## config.mk

```make
export PLATFORM = sky130hd
export DESIGN_NAME = sevenseg_scan_driver
export DESIGN_NICKNAME = d
export VERILOG_FILES = /design/src/rtl/sevenseg_pkg.sv /design/src/rtl/sevenseg_hex_font.sv /design/src/rtl/sevenseg_scan_driver.sv
export SDC_FILE = /design/constraint.sdc
export NUM_CORES = 1
export LEC_CHECK = 0
export ABC_AREA = 1
export CAP_MARGIN = 15
export CORE_UTILIZATION = 47
export DETAILED_ROUTE_END_ITERATION = 16
export HOLD_SLACK_MARGIN = 0.06
export PLACE_DENSITY = 0.7
export SYNTH_ARGS = -nofsm -noshare
export SYNTH_HDL_FRONTEND = slang
export SYNTH_SLANG_ARGS = --single-unit
```

## constraint.sdc

```tcl
create_clock -name sys_clk -period 4.4 [get_ports sys_clk]
set_clock_uncertainty 0.1 [all_clocks]
set_input_delay 0.66 -clock sys_clk [delete_from_list [all_inputs] [get_ports sys_clk]]
set_output_delay 0.66 -clock sys_clk [all_outputs]
set_load 0.005 [all_outputs]
```

## src/rtl/sevenseg_pkg.sv

```systemverilog
// Purpose: shared constants and types for the seven-segment scan driver.
// Latency: n/a (types, constants and the hex font only).
// Backpressure: n/a.
package sevenseg_pkg;

    localparam int SEG_W = 7;

    // Bit position of each segment within the segment vector.
    localparam int SEG_A = 0;
    localparam int SEG_B = 1;
    localparam int SEG_C = 2;
    localparam int SEG_D = 3;
    localparam int SEG_E = 4;
    localparam int SEG_F = 5;
    localparam int SEG_G = 6;

    typedef logic [SEG_W-1:0] seg_t;

    localparam seg_t M_A = seg_t'(1) << SEG_A;
    localparam seg_t M_B = seg_t'(1) << SEG_B;
    localparam seg_t M_C = seg_t'(1) << SEG_C;
    localparam seg_t M_D = seg_t'(1) << SEG_D;
    localparam seg_t M_E = seg_t'(1) << SEG_E;
    localparam seg_t M_F = seg_t'(1) << SEG_F;
    localparam seg_t M_G = seg_t'(1) << SEG_G;

    // Active-high hex font, index = nibble value.
    localparam seg_t HEX_FONT [16] = '{
        M_A | M_B | M_C | M_D | M_E | M_F,          // 0
        M_B | M_C,                                  // 1
        M_A | M_B | M_D | M_E | M_G,                // 2
        M_A | M_B | M_C | M_D | M_G,                // 3
        M_B | M_C | M_F | M_G,                      // 4
        M_A | M_C | M_D | M_F | M_G,                // 5
        M_A | M_C | M_D | M_E | M_F | M_G,          // 6
        M_A | M_B | M_C,                            // 7
        M_A | M_B | M_C | M_D | M_E | M_F | M_G,    // 8
        M_A | M_B | M_C | M_D | M_F | M_G,          // 9
        M_A | M_B | M_C | M_E | M_F | M_G,          // A
        M_C | M_D | M_E | M_F | M_G,                // b
        M_A | M_D | M_E | M_F,                      // C
        M_B | M_C | M_D | M_E | M_G,                // d
        M_A | M_D | M_E | M_F | M_G,                // E
        M_A | M_E | M_F | M_G                       // F
    };

    typedef enum logic {
        SLOT_DEAD = 1'b0,
        SLOT_ON   = 1'b1
    } slot_state_t;

endpackage

```

## src/rtl/sevenseg_hex_font.sv

```systemverilog
// Purpose: hex nibble to active-high seven-segment pattern.
// Latency: combinational.
// Backpressure: none.
module sevenseg_hex_font
    import sevenseg_pkg::*;
(
    input  logic [3:0] nibble,
    output seg_t       pattern
);

    // Plain table lookup; output polarity is handled by the caller.
    always_comb begin
        pattern = HEX_FONT[nibble];
    end

endmodule

```

## src/rtl/sevenseg_scan_driver.sv

```systemverilog
// Purpose: time-multiplexed hex scanner with double-buffered display word.
// Latency: pins registered, 1 cycle after scan state; new word shown within 2 frames.
// Backpressure: in_ready low while a word is pending; pending drains at frame boundary.
module sevenseg_scan_driver
    import sevenseg_pkg::*;
#(
    parameter int N_DIGITS       = 4,
    parameter int PRESCALE       = 3000,
    parameter int DEAD_CYCLES    = 12,
    parameter int SEG_ACTIVE_LOW = 1,
    parameter int EN_ACTIVE_LOW  = 0
) (
    input  logic                  sys_clk,
    input  logic                  sys_rst_n,
    input  logic                  in_valid,
    output logic                  in_ready,
    input  logic [4*N_DIGITS-1:0] in_value,
    input  logic [N_DIGITS-1:0]   in_dp,
    input  logic [N_DIGITS-1:0]   in_blank,
    output logic [SEG_W-1:0]      sevenseg_segment,
    output logic                  sevenseg_dp,
    output logic [N_DIGITS-1:0]   sevenseg_enable,
    output logic                  frame_tick
);

    localparam int CNT_W = (PRESCALE > 1) ? $clog2(PRESCALE) : 1;
    localparam int IDX_W = (N_DIGITS > 1) ? $clog2(N_DIGITS) : 1;

    localparam logic [CNT_W-1:0] CNT_LAST = CNT_W'(PRESCALE - 1);
    localparam logic [CNT_W-1:0] CNT_ON   = CNT_W'(DEAD_CYCLES);
    localparam logic [IDX_W-1:0] IDX_LAST = IDX_W'(N_DIGITS - 1);

    // Inactive pin levels; XOR with these converts active-high to pin polarity.
    localparam logic                DP_OFF  = 1'(SEG_ACTIVE_LOW != 0);
    localparam seg_t                SEG_OFF = {SEG_W{DP_OFF}};
    localparam logic                EN_LOW  = 1'(EN_ACTIVE_LOW != 0);
    localparam logic [N_DIGITS-1:0] EN_OFF  = {N_DIGITS{EN_LOW}};

    logic [CNT_W-1:0]      cnt_q, cnt_nxt;
    logic [IDX_W-1:0]      idx_q, idx_nxt;
    slot_state_t           st_q, st_nxt;

    logic                  slot_end;
    logic                  frame_end;
    logic                  accept;
    logic                  commit;

    logic                  pend_full_q, pend_full_nxt;
    logic [4*N_DIGITS-1:0] pend_value_q;
    logic [N_DIGITS-1:0]   pend_dp_q;
    logic [N_DIGITS-1:0]   pend_blank_q;
    logic [4*N_DIGITS-1:0] act_value_q;
    logic [N_DIGITS-1:0]   act_dp_q;
    logic [N_DIGITS-1:0]   act_blank_q;

    logic [3:0]            cur_nibble;
    seg_t                  cur_pattern;
    logic [N_DIGITS-1:0]   digit_onehot;

    seg_t                  seg_nxt;
    logic                  dp_nxt;
    logic [N_DIGITS-1:0]   en_nxt;

    assign slot_end     = (cnt_q == CNT_LAST);
    assign frame_end    = slot_end && (idx_q == IDX_LAST);
    assign accept       = in_valid && in_ready;
    assign commit       = frame_end && pend_full_q;
    assign cur_nibble   = act_value_q[{idx_q, 2'b00} +: 4];
    assign digit_onehot = N_DIGITS'(1) << idx_q;

    sevenseg_hex_font u_font (
        .nibble  (cur_nibble),
        .pattern (cur_pattern)
    );

    // Prescaler, digit index and slot phase for the next cycle.
    always_comb begin
        cnt_nxt = cnt_q + CNT_W'(1);
        idx_nxt = idx_q;
        st_nxt  = st_q;
        if (slot_end) begin
            cnt_nxt = '0;
            idx_nxt = (idx_q == IDX_LAST) ? '0 : idx_q + IDX_W'(1);
        end
        case (st_q)
            SLOT_DEAD: if (cnt_nxt == CNT_ON) st_nxt = SLOT_ON;
            SLOT_ON:   if (slot_end)          st_nxt = SLOT_DEAD;
            default:                          st_nxt = SLOT_DEAD;
        endcase
    end

    // Pin values for the next cycle; a blanked digit keeps its enable but goes dark.
    always_comb begin
        en_nxt  = EN_OFF;
        seg_nxt = SEG_OFF;
        dp_nxt  = DP_OFF;
        if (st_q == SLOT_ON) begin
            en_nxt = digit_onehot ^ EN_OFF;
            if (!act_blank_q[idx_q]) begin
                seg_nxt = cur_pattern ^ SEG_OFF;
                dp_nxt  = act_dp_q[idx_q] ^ DP_OFF;
            end
        end
    end

    // Pending occupancy: accept only when empty, commit only when full.
    always_comb begin
        pend_full_nxt = pend_full_q;
        if (accept) begin
            pend_full_nxt = 1'b1;
        end else if (commit) begin
            pend_full_nxt = 1'b0;
        end
    end

    // Scan state registers.
    always_ff @(posedge sys_clk) begin
        if (!sys_rst_n) begin
            cnt_q <= '0;
            idx_q <= '0;
            st_q  <= SLOT_DEAD;
        end else begin
            cnt_q <= cnt_nxt;
            idx_q <= idx_nxt;
            st_q  <= st_nxt;
        end
    end

    // Double buffer: pending fills on handshake, active reloads only at frame end.
    always_ff @(posedge sys_clk) begin
        if (!sys_rst_n) begin
            pend_full_q  <= 1'b0;
            pend_value_q <= '0;
            pend_dp_q    <= '0;
            pend_blank_q <= '0;
            act_value_q  <= '0;
            act_dp_q     <= '0;
            act_blank_q  <= '1;
            in_ready     <= 1'b0;
        end else begin
            pend_full_q <= pend_full_nxt;
            in_ready    <= !pend_full_nxt;
            if (accept) begin
                pend_value_q <= in_value;
                pend_dp_q    <= in_dp;
                pend_blank_q <= in_blank;
            end
            if (commit) begin
                act_value_q <= pend_value_q;
                act_dp_q    <= pend_dp_q;
                act_blank_q <= pend_blank_q;
            end
        end
    end

    // Registered pins and frame pulse.
    always_ff @(posedge sys_clk) begin
        if (!sys_rst_n) begin
            sevenseg_segment <= SEG_OFF;
            sevenseg_dp      <= DP_OFF;
            sevenseg_enable  <= EN_OFF;
            frame_tick       <= 1'b0;
        end else begin
            sevenseg_segment <= seg_nxt;
            sevenseg_dp      <= dp_nxt;
            sevenseg_enable  <= en_nxt;
            frame_tick       <= frame_end;
        end
    end

endmodule

```

# Word-level counts from Yosys, hierarchy flattened
# Memories as Yosys holds them, arrays and structs flattened.
# Index checks and enable logic that the tools add are counted.
dict set report word_totals {
  romBits 112
  inputBits 27
  reg_bits 78
  memories 1
  output_inout_bits 14
}
dict set report op_classes {
  add_sub_neg 2
  n_bitwise 5
  eq_ne 3
  n_lt_le_gt_ge 2
  n_reduce_logical 6
  n_shift 2
  muxes 13
}
# memory words width rd rd_clocked_by_memory_dff wr line_no
set memory_table {}
lappend memory_table {{(name not given)} 16 7 1 0 0 sevenseg_hex_font.sv:13} ;# pattern = HEX_FONT[nibble];
# operator n
set op_table {}
lappend op_table {{16-bit by 5-bit indexed part select with 4-bit output} 1}
lappend op_table {{7-bit 2-to-1 mux} 2}
lappend op_table {{12-bit by 1-bit adder with 12-bit output (second input constant)} 1}
lappend op_table {{12-bit equality test (second input constant)} 1}
lappend op_table {{12-bit by 4-bit equality test with 1-bit output (second input constant)} 1}
lappend op_table {{12-bit 2-to-1 mux} 1}
lappend op_table {{7-bit NOT} 1}
lappend op_table {{1-bit 2-to-1 mux} 6}
lappend op_table {{5-bit greater-or-equal comparator (second input constant)} 1}
lappend op_table {{4-bit NOT with 5-bit output} 1}
lappend op_table {{1-bit binary-select mux with 2-bit select} 2}
lappend op_table {{1-bit by 2-bit left shift with 4-bit output (first input constant)} 1}
lappend op_table {{1-bit logical AND} 3}
lappend op_table {{2-bit by 3-bit less-than comparator with 1-bit output (second input constant)} 1}
lappend op_table {{1-bit NOT} 3}
lappend op_table {{3-bit OR reduction} 1}
lappend op_table {{2-bit by 1-bit adder with 2-bit output (second input constant)} 1}
lappend op_table {{2-bit equality test (second input constant)} 1}
lappend op_table {{2-bit 2-to-1 mux} 1}
lappend op_table {{1-bit case mux with 2 select lines} 1}
lappend op_table {{2-bit AND reduction} 1}
lappend op_table {{1-bit zero test} 1}

# Longest topological paths before layout
# Gate-level depths: netlist of run 1.
dict set report logic_depth {
  depth_word 6
  depth_mapped 11
  depth_no_buf 11
}

# Cells and area by module
# Synthesis of run 1 repeated with hierarchy kept, for this count alone.
dict set report unflattened {
  cells_unflattened 455
  area_unflattened_um2 3310.7
}
# mod area_each_um2 seq_area_each_um2 n_inst cells_each
set by_module_without_submodules {}
lappend by_module_without_submodules {sevenseg_scan_driver 3025.4 1561.5 1 401}
lappend by_module_without_submodules {sevenseg_hex_font 285.3 0.0 1 54}

# Worst setup path before layout of run 1
# OpenSTA, ideal clock, no wires.
dict set report synth_timing {
  path_kind {register to register}
  start {reg idx_q[0]}
  end {reg sevenseg_segment[0]}
  setup_slack_ps 2631
  path_stages_with_launch 12
  arrival_ps 1538
  cell_sequence {dfxtp_1 -> inv_1 -> buf_2 -> nand2_1 -> nand3_1 -> nand2_1 -> inv_1 -> ha_1 -> inv_1 -> o21ai_0 -> o21ai_0 -> nand2_1}
}
dict set report synth_via {
  elab_chain_len 6
  word_cells_on_any_way 9
  cone_classes {shift: 1; mux: 4; bitwise: 2; reduce/logical: 1; memory: 1}
}
# item line_no
set synth_lines {}
lappend synth_lines {{start, declared} sevenseg_scan_driver.sv:40} ;# logic [IDX_W-1:0] idx_q, idx_nxt;
lappend synth_lines {{start signal, assigned} sevenseg_scan_driver.sv:124} ;# idx_q <= idx_nxt;
lappend synth_lines {{16-bit by 5-bit indexed part select with 4-bit output} sevenseg_scan_driver.sv:68} ;# assign cur_nibble = act_value_q[{idx_q, 2'b00} +: 4];
lappend synth_lines {{4-bit NOT with 5-bit output (not written as such)} sevenseg_hex_font.sv:13}
lappend synth_lines {{memory 16 x 7 bit} -}
lappend synth_lines {{7-bit 2-to-1 mux (not written as such) (2 in series)} sevenseg_hex_font.sv:13}
lappend synth_lines {{7-bit NOT (no source line)} -}
lappend synth_lines {{end signal, assigned} sevenseg_scan_driver.sv:164} ;# sevenseg_segment <= seg_nxt;
lappend synth_lines {{end, declared} sevenseg_scan_driver.sv:20} ;# output logic [SEG_W-1:0] sevenseg_segment,
# Parallel ways exist; a longest one is shown, timed or not. The select of a mux whose other input is x is not followed.
# A chain may end at the register's enable or synchronous reset.

# Worst setup path in the final report of run 1
dict set report layout_timing {
  start {reg idx_q[0]}
  end {reg sevenseg_segment[6]}
}
# Same word-level chain as after synthesis.

==> impl_metrics.json, run 1 <==
{
  "grt_pass1_wl_um": 10940,
  "grt_max_degree": 54,
  "power_mw": 1.468,
  "wl_met3_um": 262,
  "avgSynthCellArea_um2": 7.363,
  "setup_violations": 0,
  "min-delay-start": "act_value_q[1]",
  "async_reset_ff_share_pct": 0,
  "yosysSeqAreaShare_pct": 47.13,
  "max_slew_margin_pct": 42.34,
  "synth_cells": 450,
  "antennaDiodeCount": 0,
  "cts_resized": 0,
  "crit_path_start_kind": "flop",
  "peakVddDrop_uv": 208.6,
  "cp_slowest_cell": "dfxtp_1",
  "syn_nets": 485,
  "clkTransAtPathRegs_ns": 0.08,
  "crit_fanout": 16,
  "path_class": "flop to flop",
  "rsz0062_at_grt": "false",
  "dp_hpwl_um": 4540,
  "slew_violations": 0,
  "area_growth_pct": 20.20,
  "grt_overflow": 0,
  "hold_class": "flop to flop",
  "p_leak_nw": 1.604,
  "tightest_slew_ns": 0.8621,
  "start_util_pct": 48.77,
  "arrival_ns": 2.53,
  "crit_chain": "inv_1 > nand2_1 > nand3_1 > nand2_1 > inv_1 > ha_1 > nand2_1 > o21ai_0 > a21oi_1 > nand2_1",
  "final_common_cell": "nor2_1",
  "m1WireLength_um": 3372,
  "ys_seq_elements": 78,
  "regToRegStartpoint": "idx_q[0]",
  "r2r_end": "sevenseg_segment[6]",
  "tritoncts": "built",
  "cp_common_cell": "nand2_1",
  "wirelength_um": 6478,
  "gp_congestion": 0.8637,
  "drv_cap": 0,
  "synth.cell_area_um2": 3313,
  "h-tree-depth": 3,
  "postCtsSetupBuffers": 0,
  "cts_root_buf": "clkbuf_8",
  "cpPeakStageDelay_ns": 0.67,
  "wire_per_inst_um": 11.07,
  "final_cell_mix": "nor2_1, dfxtp_1, nand2_1, o21ai_0, clkdlybuf4s50_1",
  "finalSetupTns_ns": 0,
  "numCtsBuffers": 9,
  "routed.top_layer": "met4",
  "status": "completed",
  "grt_pass1_vias": 2504,
  "cts.sinks": 78,
  "vias": 2829,
  "drtIter0Drc": 115,
  "fin_cells": 585,
  "ys_types": 30,
  "dieHeight_um": 85.96,
  "synth_edf_count": 0,
  "synth_warnings": 0,
  "ff2ff_setup_slack_ns": 2.00,
  "dp_cells": 569,
  "fp.dieW_um": 85.96,
  "finalHoldViolations": 0,
  "max_clock_freq_mhz": 416.0,
  "rr_worst_depth": 10,
  "cp-end-kind": "flop",
  "cp.required_ns": 4.53,
  "port_buffers": 40,
  "synth-main-ff-cell": "dfxtp_1",
  "nets": 519,
  "drt-pass1-iter-count": 4,
  "min_period_ns": 2.404,
  "startpoint": "idx_q[0]",
  "rows": 30,
  "track_usage_pct": 18.94,
  "dieArea_um2": 7389,
  "core-area_um2": 6794,
  "power_density_nw_per_um2": 368.5,
  "wl_met2_um": 2721,
  "drc": 0,
  "cts_max_path_buffers": 2,
  "ant_nets": 0,
  "clk_latency_ns": 0.35,
  "grt_antenna_before_repair": 0,
  "fillers": 623,
  "hold_buffers": 0,
  "vias_per_cell": 4.836,
  "drive_gt1_share_pct": 6.135,
  "pin_count": 41,
  "critPathCapture": "sevenseg_segment[6]",
  "finalCritPeriodShare_pct": 54.63
}
[logic make-up after synthesis]
kind of cell | count (synthesis) | share of synthesized area (%)
compound gates | 78 | 12.76
fa+ha+maj | 8 | 3.021
buf+inv | 55 | 7.364
flops | 78 | 47.13
simple gates | 231 | 29.72
[cell type report]
class / instances / area [um^2] / area share [%]
clock buffers: 9 / 123.9 / 3.110
multi-input cells: 317 / 1508 / 37.86
well taps: 96 / 120.1 / 3.016
flip-flops and latches: 78 / 1562 / 39.21
inverters: 37 / 141.4 / 3.550
clock inverters: 7 / 120.1 / 3.016
repair buffers: 41 / 407.9 / 10.24
[routing by layer]
| metal | track usage, % | vias to the layer above |
|---|---|---|
| li1 | - | 1512 |
| met1 | 25.80 | 1247 |
| met2 | 28.86 | 58 |
| met3 | 3.080 | 12 |
| met4 | 10.00 | 0 |
| met5 | 0 | - |
[critical path, delay by kind of cell, from the launching register on]
| family | cells | cell delay [ns] |
|---|---|---|
| compound gates | 2 | 0.25 |
| fa+ha+maj | 1 | 0.21 |
| buf+inv | 2 | 0.48 |
| flops | 1 | 0.67 |
| simple gates | 5 | 0.57 |
[power breakdown]
group          internal (mW)  leakage (nW)  switching [mW]
logic                 0.0390         0.850          0.0376
registers              0.725         0.634          0.0132
clock network          0.380         0.120           0.273
total                   1.14          1.60           0.324
[cells in the mapped netlist (4+ instances only)]
cell / number / area [um^2]
nand3_1: 23 / 115.1
nand2_1: 72 / 270.3
o21ai_0: 54 / 270.3
buf_2: 4 / 20.02
nor2_1: 119 / 446.7
buf_6: 4 / 45.04
a21oi_1: 11 / 55.05
dfxtp_1: 78 / 1562
inv_1: 34 / 127.6
ha_1: 8 / 100.1
o211ai_1: 5 / 37.54
clkbuf_1: 9 / 33.78
[stage by stage]
stage          hold WS (ns)  util, %  setup slack, ns  area, um^2
3_3_place_gp         0.3419    55.03            1.794        3739
6_report             0.3592    58.62            1.996        3983
2_1_floorplan        0.3239        -            2.631        3313
4_1_cts              0.3625    58.62            1.994        3983
5_1_grt              0.3985    58.62            1.756        3983
3_5_place_dp         0.3515    55.03            1.708        3739
[worst min path at each step]
| stage | endpoint | slack, ns | cells after the start |
|---|---|---|---|
| 2_1_floorplan | act_value_q[1] | 0.32 | 2 |
| 3_3_place_gp | act_value_q[1] | 0.34 | 2 |
| 3_5_place_dp | act_value_q[1] | 0.35 | 2 |
| 4_1_cts | act_value_q[1] | 0.36 | 2 |
| 5_1_grt | act_value_q[1] | 0.40 | 2 |
| 6_report | act_value_q[1] | 0.36 | 2 |
[sequential cells by signal, summed over array words and instances (netlist names)]
signal	flops
sevenseg_dp	1
act_dp_q	4
pend_dp_q	4
pend_value_q	16
st_q	1
pend_full_q	1
sevenseg_enable	4
act_blank_q	4
cnt_q	12
sevenseg_segment	7
in_ready	1
pend_blank_q	4
frame_tick	1
act_value_q	16
idx_q	2
Power figures use the tool's default switching activity.
==> inputs of run 2 (changes only) <==
PLACE_DENSITY = 0.73   (was 0.7)
clock period = 2.2 ns   (was 4.4 ns; I/O delays follow)
==> run 2 against run 1 <==
Die area unchanged. Global-route usage up 0.43 points. Clock power rose by 120%. Register-to-register slack worse by 1.8 ns. Critical path depth down 1. Combinational power is 110% higher. Worst setup slack got worse by 1.8 ns. Highest routed layer unchanged.
==> impl_metrics.json, run 2 (same netlist as run 1, synthesis figures left out) <==
{
  "dieArea_um2": 7389,
  "grt_overflow": 0,
  "dp_hpwl_um": 4553,
  "track_usage_pct": 19.38,
  "crit_buf_inv": 3,
  "grt_pass1_wl_um": 11440,
  "cp-end-kind": "flop",
  "clk_latency_ns": 0.35,
  "h-tree-depth": 3,
  "tritoncts": "built",
  "cp_common_cell": "inv_1",
  "top_regs": "act_value_q x16, pend_value_q x16, cnt_q x12",
  "hold_buffers": 0,
  "crit_chain": "inv_1 > nand3_1 > nand2_1 > inv_1 > ha_1 > inv_1 > o21ai_0 > o21ai_0 > nand2_1",
  "min-delay-start": "pend_blank_q[3]",
  "m1WireLength_um": 3238,
  "finalWorstSetupSlack_ns": 0.2102,
  "pin_count": 41,
  "crit_path_start_kind": "flop",
  "path_class": "flop to flop",
  "cpPeakStageDelay_ns": 0.52,
  "ff2ff_setup_slack_ns": 0.21,
  "wl_met3_um": 292,
  "wl_met2_um": 2875,
  "slew_violations": 0,
  "area_growth_pct": 22.89,
  "drc": 0,
  "cp_slowest_cell": "dfxtp_1",
  "final_area_um2": 4071,
  "ant_nets": 0,
  "grt_antenna_before_repair": 0,
  "finalCritPeriodShare_pct": 90.45,
  "drt-pass1-iter-count": 4,
  "peakVddDrop_uv": 400.2,
  "rr_worst_depth": 9,
  "r2r_end": "sevenseg_segment[5]",
  "p_leak_nw": 1.658,
  "grt_pass1_vias": 2623,
  "postCtsSetupBuffers": 0,
  "vias": 2869,
  "drive_gt1_share_pct": 7.460,
  "clkTransAtPathRegs_ns": 0.09,
  "regToRegStartpoint": "idx_q[1]",
  "port_buffers": 40,
  "min_period_ns": 1.990,
  "max_clock_freq_mhz": 502.6,
  "routed.top_layer": "met4",
  "final_cell_mix": "nor2_1, dfxtp_1, nand2_1, o21ai_0, clkdlybuf4s50_1",
  "cts.sinks": 78,
  "cts_root_buf": "clkbuf_8",
  "setup_violations": 0,
  "pre_cts_ws_ns": 0.1378,
  "crit_family": "flip-flops",
  "power_density_nw_per_um2": 757.2,
  "wire_per_inst_um": 11.03,
  "drtIter0Drc": 117,
  "antennaDiodeCount": 0,
  "max_slew_margin_pct": 73.38,
  "startpoint": "idx_q[1]",
  "finalSetupTns_ns": 0,
  "crit_fanout": 9,
  "rows": 30,
  "cts_max_path_buffers": 2,
  "fp.dieW_um": 85.96,
  "min_path_cells": 2,
  "hold_class": "flop to flop",
  "numCtsBuffers": 9,
  "tightest_slew_ns": 0.3992,
  "whs_endpoint": "pend_blank_q[3]",
  "drv_cap": 0,
  "nets": 526,
  "dieHeight_um": 85.96,
  "cp.required_ns": 2.39,
  "cts_resized": 0,
  "core-area_um2": 6794,
  "rsz0062_at_grt": "false",
  "arrival_ns": 2.18,
  "grt_max_degree": 42,
  "status": "completed",
  "finalHoldViolations": 0,
  "placed_cell_area_um2": 3791,
  "vias_per_cell": 4.846,
  "wirelength_um": 6529,
  "gp_congestion": 0.7887,
  "start_util_pct": 48.77,
  "final_common_cell": "nor2_1"
}
run 2: metal layers:
layer  up-vias  GRT usage (%)
li1       1520              -
met1      1276          24.13
met2        62          31.89
met3        11          4.812
met4         0          8.182
met5         -              0
run 2: cell type report:
class | count | area [um^2]
Clock inverter | 5 | 128.9
Inverter | 37 | 141.4
Sequential cell | 78 | 1562
Fill cell | 649 | 2723
Clock buffer | 11 | 151.4
Multi-Input combinational cell | 317 | 1508
Tap cell | 96 | 120.1
Timing Repair Buffer | 48 | 460.4
run 2: worst max-delay path by stage:
stage | to | slack, ns | cells after the start
after global placement | sevenseg_segment[4] | 0.22 | 6
final | sevenseg_segment[5] | 0.21 | 9
after CTS | act_dp_q[0] | 0.20 | 8
after detailed placement | sevenseg_segment[1] | 0.14 | 6
after global routing | act_value_q[1] | 0.01 | 8
after floorplan | sevenseg_segment[0] | 0.43 | 11
run 2: power breakdown:
part | total, mW | leakage [nW] | internal (mW) | switching [mW]
Sequential | 1.47 | 0.634 | 1.45 | 0.0232
Combinational | 0.160 | 0.884 | 0.0829 | 0.0770
Clock | 1.45 | 0.140 | 0.932 | 0.517
Total | 3.08 | 1.66 | 2.47 | 0.617
run 2: stage by stage:
stage	hold slack [ns]	utilization, %	total power [mW]	std cells
finish	0.3610	59.93	3.083	592
global route	0.3995	59.93	3.197	592
CTS	0.3577	59.93	3.107	592
detailed placement	0.3472	55.80	1.666	576
global placement	0.3437	55.80	1.662	576
floorplan	0.3239	-	1.591	450
run 2: tightest hold or removal path: cells and delay by family (launching register included):
kind | cells | cell delay [ns]
compound gates | 1 | 0.06
buf+inv | 1 | 0.06
flops | 1 | 0.30
